===== config.mk =====
export PLATFORM = sky130hd
export DESIGN_NAME = simon_sequence_player
export DESIGN_NICKNAME = d
export VERILOG_FILES = /design/src/rtl/simon_sequence_player.sv
export SDC_FILE = /design/constraint.sdc
export NUM_CORES = 1
export LEC_CHECK = 0
export CAP_MARGIN = 5
export CORE_ASPECT_RATIO = 0.9
export CORE_UTILIZATION = 50
export CTS_CLUSTER_DIAMETER = 40
export DETAILED_ROUTE_END_ITERATION = 8
export PLACE_DENSITY = 0.81
export SETUP_SLACK_MARGIN = 0.4
export SYNTH_ARGS = -nofsm -noshare
export SYNTH_HDL_FRONTEND = slang
export SYNTH_SLANG_ARGS = --single-unit

===== constraint.sdc =====
create_clock -name clk -period 6.5 [get_ports clk]
set_input_delay 0.65 -clock clk [delete_from_list [all_inputs] [get_ports clk]]
set_output_delay 0.65 -clock clk [all_outputs]
set_load 0.005 [all_outputs]

===== src/rtl/simon_sequence_player.sv =====
// Plays a stored Simon colour sequence on four LEDs with fixed on/off timing,
// fetching colour indices from a synchronous-read sequence RAM.
module simon_sequence_player #(
  parameter int ON_CYCLES  = 25000000,
  parameter int OFF_CYCLES = 12500000,
  parameter int ADDR_W     = 5
) (
  input  logic              clk,
  input  logic              rst_n,
  input  logic              start,
  input  logic              abort,
  input  logic [ADDR_W:0]   seq_len,
  output logic [ADDR_W-1:0] rd_addr,
  input  logic [1:0]        rd_data,
  output logic [3:0]        leds,
  output logic              busy,
  output logic              done
);

  localparam int MAX_CYCLES = (ON_CYCLES > OFF_CYCLES) ? ON_CYCLES : OFF_CYCLES;
  localparam int TW = (MAX_CYCLES > 1) ? $clog2(MAX_CYCLES) : 1;
  localparam logic [TW-1:0] ON_LOAD  = TW'(ON_CYCLES - 1);
  localparam logic [TW-1:0] OFF_LOAD = TW'(OFF_CYCLES - 1);
  localparam logic [ADDR_W:0] MAX_LEN = {1'b1, {ADDR_W{1'b0}}};

  typedef enum logic [2:0] {IDLE, FETCH, LATCH, ON, OFF, DONE} state_t;

  state_t            state_reg;
  logic [ADDR_W-1:0] index_reg;
  logic [ADDR_W:0]   len_reg;
  logic [TW-1:0]     timer_reg;
  logic              first_reg;
  logic [3:0]        onehot_next;
  logic              last_entry;

  // Colour i lights leds[3-i], matching the button vector ordering.
  for (genvar gi = 0; gi < 4; gi++) begin : g_decode
    assign onehot_next[3-gi] = (rd_data == 2'(gi));
  end

  assign last_entry = ({1'b0, index_reg} == (len_reg - 1'b1));

  always_ff @(posedge clk or negedge rst_n) begin
    if (!rst_n) begin
      state_reg <= IDLE;
      index_reg <= '0;
      len_reg   <= '0;
      timer_reg <= '0;
      first_reg <= 1'b0;
      rd_addr   <= '0;
      leds      <= 4'b0000;
      busy      <= 1'b0;
      done      <= 1'b0;
    end else if (abort) begin
      state_reg <= IDLE;
      first_reg <= 1'b0;
      leds      <= 4'b0000;
      busy      <= 1'b0;
      done      <= 1'b0;
    end else begin
      case (state_reg)
        IDLE: begin
          done <= 1'b0;
          if (start) begin
            if (seq_len == '0) begin
              done      <= 1'b1;
              state_reg <= DONE;
            end else begin
              len_reg   <= (seq_len > MAX_LEN) ? MAX_LEN : seq_len;
              index_reg <= '0;
              first_reg <= 1'b1;
              busy      <= 1'b1;
              state_reg <= FETCH;
            end
          end
        end
        // The first entry has no prefetched address yet, so FETCH spends one
        // extra cycle issuing it; later entries were addressed on OFF exit.
        FETCH: begin
          rd_addr <= index_reg;
          if (first_reg) first_reg <= 1'b0;
          else           state_reg <= LATCH;
        end
        LATCH: begin
          leds      <= onehot_next;
          timer_reg <= ON_LOAD;
          state_reg <= ON;
        end
        ON: begin
          if (timer_reg == '0) begin
            leds      <= 4'b0000;
            timer_reg <= OFF_LOAD;
            state_reg <= OFF;
          end else begin
            timer_reg <= timer_reg - 1'b1;
          end
        end
        OFF: begin
          if (timer_reg == '0) begin
            if (last_entry) begin
              busy      <= 1'b0;
              done      <= 1'b1;
              state_reg <= DONE;
            end else begin
              index_reg <= index_reg + 1'b1;
              rd_addr   <= index_reg + 1'b1;
              state_reg <= FETCH;
            end
          end else begin
            timer_reg <= timer_reg - 1'b1;
          end
        end
        DONE: begin
          done      <= 1'b0;
          busy      <= 1'b0;
          leds      <= 4'b0000;
          state_reg <= IDLE;
        end
        default: state_reg <= IDLE;
      endcase
    end
  end

endmodule


==> metrics, run 1 <==
status=finished, final reports clean; Largest register FFs=25; Filler cells=535; worst min path class=in2async; most frequent cells in the layout=dfrtp_1, nand2_1, nor2_1; Synth Register Bits=51; GRT Total Usage=0.231; Critical Path Fanout Max=18; GPL Wtd Cong=0.888; CTS buffer count=5; max_cap viols=0; Worst Clk Skew=0.00818 ns; wire per inst=16.3 um; Initial Util=0.534; post-placement cell count=423; Reg clk slew, reported paths=0.09 ns; vias in the first global route=2588; RSZ-0062 raised after global routing=false; DP HPWL=5030 um; pin count of the biggest net entering global routing=52; First DRT Iteration DRCs=221; setup bufs post-CTS=0; Slew @ Worst Pin=0.906 ns; DR vias/cell=6.10; most common flop cell mapped by yosys=dfrtp_1; Final Instance Count excl. Fillers=431; Power, Total=0.765 mW; cell family with most CP delay=simple AND/OR/NAND/NOR gates; Post-synth ARST share=1.00; TNS Setup=0 ns; chip height=76.8 um; Synth Area per Inst=9.06 um2; hold buffers post-CTS=0; IO Pins=23; clock buffer depth=2; PwrDens=223 nW/um2; H-tree Lvls=2; number of routed nets with antenna violations=0; syn nets=360; layout cells sized above 1=0.0942; fin. max-slew vios=0; R2R setup slack=3.75 ns; initial antenna violation count=0; Via Count=2631; CTS-repair resized insts=0; FF-to-FF Start=timer_reg[17]; crit path max-delay cell type=or3_1; CP Data Required Time=6.69 ns; Seq/Total Area, Yosys=0.411; Post-route DRC=0; Clock Tree Root=clkbuf_8; Max Freq=363 MHz; Post-synth EDFFs=0; CP bufs+invs=0; max incr delay on CP=0.58 ns; cell count after synthesis=343; top post-synthesis cells by area=dfrtp_1, nand2_1, nor2_1; final WL=7010 um; Post-Syn Area=3110 um2; Ant. Diodes=0; clock sinks=51; clock latency on the worst-skew pair=0.30 ns; yosys warns=0; CP arrival=2.95 ns; VDD IR max=0.000134 V; Die Wd=85.1 um; leak pwr=1.34 nW; Crit. End Element=flop; Worst R2R Path Depth=6; Slew headroom=0.388; IO Port Bufs=22; Nets=377; count of cell types in the netlist=62; Worst Setup Path Type=reg2reg; Yosys top cell area share=0.411; core area=5820 um2; first-pass GRT wire length=12200 um; CTS tree=built; die footprint=6530 um2; r2r endpoint=timer_reg[23]; Hold Vio Cnt, Final=0; drt pass-1 iters=5; fin crit share=0.424; largest area contributor in the netlist=dfrtp_1; grt total ovfl=0; final number of setup-violating endpoints=0; row cnt=26; area grow syn2layout=10.6%; crit-path cells=nor4_2, nand2_1, or3_1, a21oi_4, a21oi_1, o22a_1; commonest non-fill, non-tap cell in the layout=dfrtp_1; CP Launch Type=flop; min cycle time layout=2.75 ns
stage by stage:
stage,area [um2],worst slack (ns),hold slack [ns],util
finish,3440,3.75,0.437,0.590
global route,3440,3.60,0.518,0.590
CTS,3440,3.78,0.473,0.590
detailed placement,3360,3.55,0.487,0.576
global placement,3360,3.70,0.488,0.576
floorplan,3110,4.18,0.354,-
metal layers:
layer,track usage,part of all wire,wire length [um],vias to the layer above
met5,0,0,0,-
met4,0.0644,0.0087,61,0
met2,0.360,0.46,3200,68
li1,-,-,-,1297
met1,0.332,0.49,3420,1261
met3,0.0355,0.045,317,5
power breakdown:
part | switching [mW] | internal (mW) | leakage [nW]
clock | 0.100 | 0.0758 | 0.0422
sequential | 0.0523 | 0.358 | 0.625
combinational | 0.0964 | 0.0821 | 0.677
total | 0.249 | 0.516 | 1.34
cell families after synthesis:
family          Yosys count  synth area share
simple gates            141             0.241
compound gates           90             0.202
flops                    51             0.411
buf+inv                  28            0.0391
xor+xnor                 17            0.0479
mux                      11            0.0391
fa+ha+maj                 5            0.0201
cell usage after synthesis (all sizes together), types with 2 or more instances:
master and n:
nand2 34, nor4 9, a2111oi 3, o31ai 4
xor2 4, nor3 15, o2bb2ai 3, mux2i 2
xnor2 13, a31oi 8, or3b 2, a32oi 4
clkbuf 11, o21ai 21, o22a 4, buf 3
ha 5, dfrtp 51, a211oi 2, inv 14
a21oi 23, nand2b 10, or2 4, a22o 2
or3 4, nand3 10, o311ai 2, a311oi 2
nor2b 4, nand4 2, or4 5, mux2 9
nor2 34
how the worst max path moves through the flow:
stage,from,end,slack [ns],depth (start not counted)
finish,timer_reg[17],timer_reg[23],3.75,6
global route,timer_reg[18],timer_reg[0],3.60,6
CTS,timer_reg[0],timer_reg[23],3.78,7
detailed placement,abort,timer_reg[11],3.55,6
global placement,abort,timer_reg[18],3.70,5
floorplan,timer_reg[0],timer_reg[0],4.18,10
layout make-up:
class                           count  area, um2  area share
Multi-Input combinational cell    264       1710       0.497
Sequential cell                    51       1280       0.371
Timing Repair Buffer               24        230      0.0670
Tap cell                           70       87.6      0.0255
Clock buffer                        7       76.3      0.0222
Inverter                           14       52.6      0.0153
Clock inverter                      1       5.00     0.00146
No activity file was read; power rests on OpenSTA's default activity.
==> inputs of run 2 (changes only) <==
==> constraint.sdc (replaced) <==
create_clock -name clk -period 2.65 [get_ports clk]
set_input_delay 0.265 -clock clk [delete_from_list [all_inputs] [get_ports clk]]
set_output_delay 0.265 -clock clk [all_outputs]
set_load 0.005 [all_outputs]
==> run 2 against run 1 <==
Against the previous run: clock skew increased by 0.0029 ns; clock power rose to 3.7 times the previous value; cell area up 22%; combinational power rose to 3.7 times the previous value; hold slack better by 0.033 ns.
==> metrics, run 2 (synthesized netlist as in run 1, its figures left out) <==
most frequent cells in the layout=dfrtp_1, nand2_1, nor2_1, buf_4, clkdlybuf4s50_1; crit path max-delay cell type=or4b_4; Nets=417; crit-path cells=inv_2, ha_1, or4b_4, or3_4, a21oi_4, buf_12, a21oi_1, o22a_1; r2r endpoint=timer_reg[23]; row cnt=26; GPL Wtd Cong=0.971; max_cap viols=0; Crit. End Element=flop; grt total ovfl=0; CTS buffer count=5; CTS tree=built; final WL=9070 um; Die Wd=85.1 um; commonest non-fill, non-tap cell in the layout=dfrtp_1; clock buffer depth=2; number of routed nets with antenna violations=0; Largest register FFs=25; final number of setup-violating endpoints=0; final core utilization=0.723; Worst R2R Path Depth=8; Critical Path Fanout Max=9; first-pass GRT wire length=14000 um; First DRT Iteration DRCs=343; wire per inst=19.3 um; chip height=76.8 um; die footprint=6530 um2; drt pass-1 iters=5; DP HPWL=5580 um; min cycle time layout=2.45 ns; FF-to-FF Start=timer_reg[0]; IO Port Bufs=22; pin count of the biggest net entering global routing=27; CP Launch Type=flop; initial antenna violation count=0; GRT Total Usage=0.272; Worst Clk Skew=0.0111 ns; Post-route DRC=0; CP Data Required Time=2.85 ns; vias in the first global route=2793; Ant. Diodes=0; clock latency on the worst-skew pair=0.32 ns; R2R setup slack=0.20 ns; PwrDens=550 nW/um2; max incr delay on CP=0.54 ns; core area=5820 um2; Worst Setup Path Type=reg2reg; clock sinks=51; layout cells sized above 1=0.287; TNS Setup=0 ns; Via Count=3035; Clock Tree Root=clkbuf_8; CP arrival=2.65 ns; status=finished, final reports clean; Slew headroom=0.564; Hold Vio Cnt, Final=0; worst min path class=in2async; DR vias/cell=6.44; Reg clk slew, reported paths=0.10 ns; IO Pins=23; RSZ-0062 raised after global routing=true; Slew @ Worst Pin=0.653 ns; fin crit share=0.925; H-tree Lvls=2; leak pwr=1.65 nW; Initial Util=0.534; fin. max-slew vios=0; Max Freq=408 MHz; area grow syn2layout=35.5%; VDD IR max=0.000400 V
[run 2: critical path: cells and delay by family, from the launching register on]
kind	cells	cell delay [ns]
AOI/OAI and AO/OA	3	0.45
adders and majority gates	1	0.16
buffers and inverters	2	0.26
DFF	1	0.44
and+or+nand+nor	2	1.02
[run 2: worst max-delay path by stage]
| stage | end | slack (ns) | from |
|---|---|---|---|
| floorplan | timer_reg[9] | 0.35 | timer_reg[0] |
| global placement | timer_reg[10] | 0.20 | timer_reg[1] |
| detailed placement | timer_reg[10] | 0.13 | timer_reg[0] |
| CTS | timer_reg[17] | 0.32 | timer_reg[12] |
| global route | timer_reg[23] | 0.17 | timer_reg[12] |
| finish | timer_reg[23] | 0.20 | timer_reg[0] |
[run 2: per-stage QoR]
| stage | cell area [um2] | worst slack (ns) | hold WS (ns) | cells | total power, mW |
|---|---|---|---|---|---|
| 3_5_place_dp | 3530 | 0.130 | 0.289 | 442 | 1.50 |
| 3_3_place_gp | 3530 | 0.201 | 0.286 | 442 | 1.48 |
| 4_1_cts | 3930 | 0.319 | 0.487 | 466 | 2.21 |
| 5_1_grt | 4210 | 0.166 | 0.519 | 471 | 2.41 |
| 6_report | 4210 | 0.199 | 0.470 | 471 | 2.32 |
| 2_1_floorplan | 3130 | 0.353 | -0.0306 | 343 | 1.31 |
[run 2: routing by layer]
metal | GRT usage | vias to the layer above | share of wire
li1 | - | 1377 | -
met1 | 0.377 | 1479 | 0.43
met2 | 0.424 | 146 | 0.48
met3 | 0.0549 | 33 | 0.063
met4 | 0.0932 | 0 | 0.034
met5 | 0 | - | 0
[run 2: timing repair]
action                                  in CTS  in global routing
cloned                                       2                  1
endpoints found under the setup margin      39                 44
hold endpoints to repair                    51                  0
buffers inserted                            13                  4
pin swaps                                    7                 23
gates resized for setup                     28                 48
hold buffers                                 1                  0
[run 2: final cells by class]
type | count | area, um2
sequential | 51 | 1280
fill | 384 | 1610
tap | 70 | 87.6
clock inverter | 3 | 67.6
multi-input combinational | 265 | 2030
inverter | 14 | 52.6
timing repair buffer | 63 | 622
clock buffer | 5 | 68.8
[run 2: report_power, final]
| group | internal, mW | switching, mW | leakage [nW] | total, mW |
|---|---|---|---|---|
| registers | 0.879 | 0.127 | 0.624 | 1.01 |
| clock network | 0.376 | 0.272 | 0.0644 | 0.648 |
| logic | 0.319 | 0.343 | 0.958 | 0.662 |
